`config.mk`:
```
export PLATFORM = sky130hd
export DESIGN_NAME = alu_arith_core_flat
export DESIGN_NICKNAME = d
export VERILOG_FILES = /design/src/rtl/alu_arith_core_if.sv /design/src/rtl/alu_arith_core.sv /design/src/flat_wrapper.sv
export SDC_FILE = /design/constraint.sdc
export NUM_CORES = 1
export LEC_CHECK = 0
export CAP_MARGIN = 20
export CORE_MARGIN = 10
export CORE_UTILIZATION = 40
export CTS_BUF_LIST = sky130_fd_sc_hd__clkbuf_4
export CTS_CLUSTER_DIAMETER = 120
export CTS_CLUSTER_SIZE = 30
export DETAILED_ROUTE_END_ITERATION = 12
export PLACE_DENSITY = 0.74
export SYNTH_ARGS = -nofsm -noshare
export SYNTH_HDL_FRONTEND = slang
export SYNTH_SLANG_ARGS = --single-unit
```
`constraint.sdc`:
```
create_clock -name clk -period 11.6 [get_ports clk]
set_input_delay 2.32 -clock clk [delete_from_list [all_inputs] [get_ports clk]]
set_output_delay 2.32 -clock clk [all_outputs]
set_load 0.02 [all_outputs]
```
`src/rtl/alu_arith_core_if.sv`:
```
// Operand, result and divider handshake bundle for the ALU arithmetic core.
// The master drives operands and start; the core (slave) drives all results.
interface alu_arith_core_if;
    logic [7:0] a;
    logic [7:0] b;
    logic       cin;
    logic       start;
    logic [7:0] sum;
    logic       cout;
    logic [1:0] cmp;
    logic [7:0] quotient;
    logic [7:0] remainder;
    logic       busy;
    logic       done;
    logic       div_by_zero;

    modport master (
        output a, b, cin, start,
        input  sum, cout, cmp, quotient, remainder, busy, done, div_by_zero
    );

    modport slave (
        input  a, b, cin, start,
        output sum, cout, cmp, quotient, remainder, busy, done, div_by_zero
    );
endinterface

```
`src/rtl/alu_arith_core.sv`:
```
// ALU arithmetic core: combinational ripple adder and magnitude comparator,
// plus an 8-cycle restoring divider with start/done handshake.
//
// state  | meaning
// IDLE   | waiting for start; last results held on quotient/remainder
// RUN    | one restoring-division iteration per clock, 8 in total
module alu_arith_core (
    input  logic            clk,
    input  logic            reset,
    alu_arith_core_if.slave bus
);
    localparam logic [0:0] S_IDLE = 1'b0;
    localparam logic [0:0] S_RUN  = 1'b1;

    logic [8:0] carry;
    logic [7:0] sum_w;

    assign carry[0] = bus.cin;

    genvar gi;
    generate
        for (gi = 0; gi < 8; gi++) begin : g_fa
            assign sum_w[gi]    = bus.a[gi] ^ bus.b[gi] ^ carry[gi];
            assign carry[gi+1]  = (bus.a[gi] & bus.b[gi]) |
                                  (carry[gi] & (bus.a[gi] ^ bus.b[gi]));
        end
    endgenerate

    assign bus.sum  = sum_w;
    assign bus.cout = carry[8];

    assign bus.cmp = (bus.a == bus.b) ? 2'b00 :
                     (bus.a >  bus.b) ? 2'b01 : 2'b10;

    logic [0:0] state_q,     state_d;
    logic [2:0] cnt_q,       cnt_d;
    logic [7:0] dividend_q,  dividend_d;
    logic [7:0] divisor_q,   divisor_d;
    logic [8:0] rem_q,       rem_d;
    logic [7:0] qsr_q,       qsr_d;
    logic [7:0] quotient_q,  quotient_d;
    logic [7:0] remainder_q, remainder_d;
    logic       done_q,      done_d;
    logic       dbz_q,       dbz_d;

    logic [9:0] rem_sh;
    logic [8:0] trial;

    always_comb begin
        state_d     = state_q;
        cnt_d       = cnt_q;
        dividend_d  = dividend_q;
        divisor_d   = divisor_q;
        rem_d       = rem_q;
        qsr_d       = qsr_q;
        quotient_d  = quotient_q;
        remainder_d = remainder_q;
        dbz_d       = dbz_q;
        done_d      = 1'b0;

        // Next dividend bit shifts into the partial remainder before the trial subtract.
        rem_sh = {rem_q, dividend_q[7]};
        trial  = rem_sh[8:0] - {1'b0, divisor_q};

        case (state_q)
            S_IDLE: begin
                if (bus.start) begin
                    dividend_d = bus.a;
                    divisor_d  = bus.b;
                    rem_d      = 9'd0;
                    qsr_d      = 8'd0;
                    cnt_d      = 3'd0;
                    state_d    = S_RUN;
                end
            end
            S_RUN: begin
                dividend_d = {dividend_q[6:0], 1'b0};
                if (rem_sh >= {2'b00, divisor_q}) begin
                    rem_d = trial;
                    qsr_d = {qsr_q[6:0], 1'b1};
                end else begin
                    rem_d = rem_sh[8:0];
                    qsr_d = {qsr_q[6:0], 1'b0};
                end
                cnt_d = cnt_q + 3'd1;
                if (cnt_q == 3'd7) begin
                    quotient_d  = qsr_d;
                    remainder_d = rem_d[7:0];
                    dbz_d       = (divisor_q == 8'd0);
                    done_d      = 1'b1;
                    state_d     = S_IDLE;
                end
            end
            default: state_d = S_IDLE;
        endcase
    end

    always_ff @(posedge clk or negedge reset) begin
        if (!reset) begin
            state_q     <= S_IDLE;
            cnt_q       <= 3'd0;
            dividend_q  <= 8'd0;
            divisor_q   <= 8'd0;
            rem_q       <= 9'd0;
            qsr_q       <= 8'd0;
            quotient_q  <= 8'd0;
            remainder_q <= 8'd0;
            done_q      <= 1'b0;
            dbz_q       <= 1'b0;
        end else begin
            state_q     <= state_d;
            cnt_q       <= cnt_d;
            dividend_q  <= dividend_d;
            divisor_q   <= divisor_d;
            rem_q       <= rem_d;
            qsr_q       <= qsr_d;
            quotient_q  <= quotient_d;
            remainder_q <= remainder_d;
            done_q      <= done_d;
            dbz_q       <= dbz_d;
        end
    end

    assign bus.quotient    = quotient_q;
    assign bus.remainder   = remainder_q;
    assign bus.busy        = (state_q == S_RUN);
    assign bus.done        = done_q;
    assign bus.div_by_zero = dbz_q;
endmodule

```
`src/flat_wrapper.sv`:
```
// flat-port wrapper written by rule: the top's interface ports become plain ports
module alu_arith_core_flat 
  (clk, reset, bus_a, bus_b, bus_cin, bus_start, bus_sum, bus_cout, bus_cmp, bus_quotient, bus_remainder, bus_busy, bus_done, bus_div_by_zero);
  alu_arith_core_if bus_i ();
  input  logic clk;
  input  logic reset;
  input wire logic [$bits(bus_i.a)-1:0] bus_a;
  input wire logic [$bits(bus_i.b)-1:0] bus_b;
  input wire logic [$bits(bus_i.cin)-1:0] bus_cin;
  input wire logic [$bits(bus_i.start)-1:0] bus_start;
  output wire logic [$bits(bus_i.sum)-1:0] bus_sum;
  output wire logic [$bits(bus_i.cout)-1:0] bus_cout;
  output wire logic [$bits(bus_i.cmp)-1:0] bus_cmp;
  output wire logic [$bits(bus_i.quotient)-1:0] bus_quotient;
  output wire logic [$bits(bus_i.remainder)-1:0] bus_remainder;
  output wire logic [$bits(bus_i.busy)-1:0] bus_busy;
  output wire logic [$bits(bus_i.done)-1:0] bus_done;
  output wire logic [$bits(bus_i.div_by_zero)-1:0] bus_div_by_zero;
  assign bus_i.a = bus_a;
  assign bus_i.b = bus_b;
  assign bus_i.cin = bus_cin;
  assign bus_i.start = bus_start;
  assign bus_sum = bus_i.sum;
  assign bus_cout = bus_i.cout;
  assign bus_cmp = bus_i.cmp;
  assign bus_quotient = bus_i.quotient;
  assign bus_remainder = bus_i.remainder;
  assign bus_busy = bus_i.busy;
  assign bus_done = bus_i.done;
  assign bus_div_by_zero = bus_i.div_by_zero;
  alu_arith_core u_core (.clk(clk), .reset(reset), .bus(bus_i));
endmodule
```
==> out/metrics.cfg <==
[floorplan]
start_util_pct = 41.5
die_h_um = 107
dieArea_um2 = 11500
core_um2 = 7330
rows = 31
ios = 50
die_width_um = 107

[routing]
routed-via-count = 2378
drc_errors = 0
drtIter0Drc = 116
ant_nets = 0
drt-total-wl_um = 6740
drt_pre_antenna_iters = 4
vias_per_cell = 5.16
detail_route.wl_per_cell_um = 14.6

[sta]
slew_headroom_pct = 34.6
rsz0062_at_grt = false
fin_crit_sh_pct = 76.6
setup_ws_ns = 2.71
setup_viol = 0
finClkSkew_ns = 0.0191
fmax_mhz = 113
hold_viol = 0
fin_tns_setup_ns = 0
finalCriticalPeriod_ns = 8.89
whs_ns = 0.493
tightest_slew_ns = 0.982
slew_viol_final = 0

[critical_path]
crit_chain = clkdlybuf4s50_1, fa_1, inv_1, fa_1, inv_1, fa_1, fa_1, fa_1, fa_1, fa_1, inv_1, fa_1, inv_1, clkdlybuf4s50_1
cp-start-kind = primary input
r2r_start = u_core.dividend_q[7]$_DFFE_PN0P_
path_depth = 14
crit_family = adder cells
critPathCaptureType = primary output
slowest_stage = clkdlybuf4s50_1
cp_num_buf_inv = 6
path_common_cell = fa_1
r2r_cells = 9
cp_data_arrival_time_ns = 6.57
startpoint = bus_b[0]
cp_max_fo = 3
cp_data_required_time_ns = 9.28
crit_type = primary input to primary output
cpPeakStageDelay_ns = 0.59

[synthesis]
synth_seq_cells = 54
synthCells = 317
synth_cell_types = 40
syn_nets = 364
syn_avg_cell_area_um2 = 9.60
seq_area_frac_synth_pct = 44.4
netlist_area_um2 = 3040
yosysWarnings = 0

[clocking]
worstSkewPairLatency_ns = 0.39
h-tree-depth = 2
postCtsSetupBuffers = 0
cts_tree = yes
cts_buffers = 5
ctsLongestPathBuffers = 2
cts_sinks = 54
clk_pin_slew_ns = 0.16
hold_buffers = 0
cts-root-buf = clkbuf_4
post_cts_resized = 0

[power]
ir_drop_v = 0.000138
seq_power_share_pct = 33.7
comb_power_share_pct = 57.7
power.density_nw_per_um2 = 287
swShare_pct = 45.0
p_leak_uw = 0.00172
clkPwrFrac_pct = 8.7
p_switching_uw = 473
internal_power_uw = 577

[placed_design]
portBuffers = 49
placed_cells = 453
gp_congestion = 0.866
place_ws_ns = 2.71
place_area_um2 = 3590
place_hpwl_um = 5210

[global_routing]
grt_use_total_pct = 11.9
grt_pass1_wl_um = 11300
antenna_found_initial = 0
grt_max_degree = 55
grt_overflow = 0
grt_pass1_vias = 2342

[hold_path]
worstHoldStart = u_core.bus.quotient[4]$_DFFE_PN0P_
hold_path.class = flip-flop to flip-flop
min_path_cells = 2

[outcome]
status = complete, no violations

[layout]
drive_above_1_share_pct = 4.70
final_cell_count_no_fill = 461
final_nets = 408
n_antenna_cell = 0
fin_area_um2 = 3660
area_growth_pct = 20.2

[run]
max_cap_viol_count = 0

## cell families (layout without fill, tap and decap cells)
kind of cell	Yosys count	after routing	synth area share, %
xor+xnor	5	5	1.44
fa+ha+maj	27	27	13.3
simple gates	96	96	13.6
flops	54	54	44.4
mux	17	17	5.76
compound gates	71	71	15.1
buf+inv	47	92	6.33
## Yosys cell counts
| master | count | share of area, % |
|---|---|---|
| nand2_1 | 63 | 7.8 |
| dfrtp_1 | 54 | 44 |
| inv_1 | 34 | 4.2 |
| o21ai_0 | 29 | 4.8 |
| ha_1 | 18 | 7.4 |
| mux2i_1 | 13 | 4.3 |
| clkbuf_1 | 10 | 1.2 |
| nor2_1 | 10 | 1.2 |
| fa_1 | 9 | 5.9 |
| a21oi_1 | 8 | 1.3 |
| a21o_1 | 6 | 1.5 |
| nand3_1 | 6 | 0.99 |
| a22o_1 | 4 | 1.2 |
| a31oi_1 | 4 | 0.82 |
| and3_1 | 4 | 0.82 |
| mux2_2 | 4 | 1.5 |
| o21ai_1 | 4 | 0.66 |
| xnor2_1 | 4 | 1.2 |
| a211oi_1 | 3 | 0.74 |
| nand2b_1 | 3 | 0.62 |
| o22ai_1 | 3 | 0.62 |
| buf_6 | 2 | 0.74 |
| nand3b_1 | 2 | 0.49 |
| nor3_1 | 2 | 0.33 |
| nor4_1 | 2 | 0.41 |
| o211ai_1 | 2 | 0.49 |
| a2111oi_4 | 1 | 0.91 |
| a21oi_2 | 1 | 0.29 |
| a32oi_1 | 1 | 0.29 |
| and2_1 | 1 | 0.21 |
| clkbuf_2 | 1 | 0.16 |
| nand4_1 | 1 | 0.21 |
| nor3b_1 | 1 | 0.25 |
| nor4b_1 | 1 | 0.29 |
| o211ai_2 | 1 | 0.41 |
| o21a_1 | 1 | 0.25 |
| o221ai_1 | 1 | 0.29 |
| o311a_1 | 1 | 0.33 |
| o32ai_1 | 1 | 0.29 |
| xor2_1 | 1 | 0.29 |
## routing by layer
| layer | wire length (um) | part of all wire (%) | vias to the layer above | track usage, % |
|---|---|---|---|---|
| li1 | - | - | 1159 | - |
| met4 | 110 | 1.6 | 0 | 3.68 |
| met3 | 406 | 6.0 | 10 | 3.41 |
| met1 | 3100 | 46 | 1156 | 15.1 |
| met2 | 3120 | 46 | 53 | 18.9 |
| met5 | 0 | 0 | - | 0 |
## power groups by stage
stage	sequential, uW	clock, uW	combinational (uW)
floorplan	370	0	418
global placement	356	0	589
detailed placement	358	0	607
CTS	354	93.2	608
global route	367	101	678
finish	354	90.9	606
## per-stage QoR
stage,power [uW],utilization [%]
global route,1150,49.9
finish,1050,49.9
detailed placement,965,49.0
global placement,945,49.0
CTS,1060,49.9
floorplan,788,-
## placed cells by master, fill, tap and decap left out, types with 5 or more instances in the layout
cell / synthesis / layout
mux2i_1: 13 / 13
clkdlybuf4s50_1: 0 / 48
fa_1: 9 / 9
inv_1: 34 / 34
clkbuf_4: 0 / 5
nor2_1: 10 / 10
a21oi_1: 8 / 8
nand2_1: 63 / 63
ha_1: 18 / 18
a21o_1: 6 / 6
nand3_1: 6 / 6
dfrtp_1: 54 / 54
o21ai_0: 29 / 29
## worst reg2reg max path: cells and delay by family, from the launching register on
kind                       cells  cell delay [ns]
AOI/OAI and AO/OA              3             1.21
muxes                          2             0.69
adders and majority gates      2             0.56
DFF                            1             0.41
buffers and inverters          2             0.13
## path summary, 6_finish.rpt
path | slack [ns] | to
setup / recovery | 2.71 | bus_sum[7]
max in group asynchronous | 9.14 | u_core.rem_q[8]$_DFFE_PN0P_
setup reg to reg | 8.50 | u_core.bus.remainder[2]$_DFFE_PN0P_
hold / removal | 0.49 | u_core.bus.quotient[4]$_DFFE_PN0P_
hold reg to reg | 0.49 | u_core.bus.quotient[4]$_DFFE_PN0P_
min in group asynchronous | 2.02 | u_core.rem_q[7]$_DFFE_PN0P_
## state kept, by name (all words and copies together) (netlist names)
register / count
u_core.rem_q: 9
u_core.bus.quotient: 8
u_core.bus.remainder: 8
u_core.dividend_q: 8
u_core.divisor_q: 8
u_core.qsr_q: 7
u_core.cnt_q: 3
u_core.bus.busy: 1
u_core.bus.div_by_zero: 1
u_core.bus.done: 1
## area by class of cell
cell class | count | area, um2
sequential | 54 | 1350
clock inverter | 3 | 26.3
timing repair buffer | 50 | 493
multi-input combinational | 216 | 1500
clock buffer | 5 | 37.5
tap | 99 | 124
fill | 683 | 3670
inverter | 34 | 128
(Power assumes the default switching activity.)
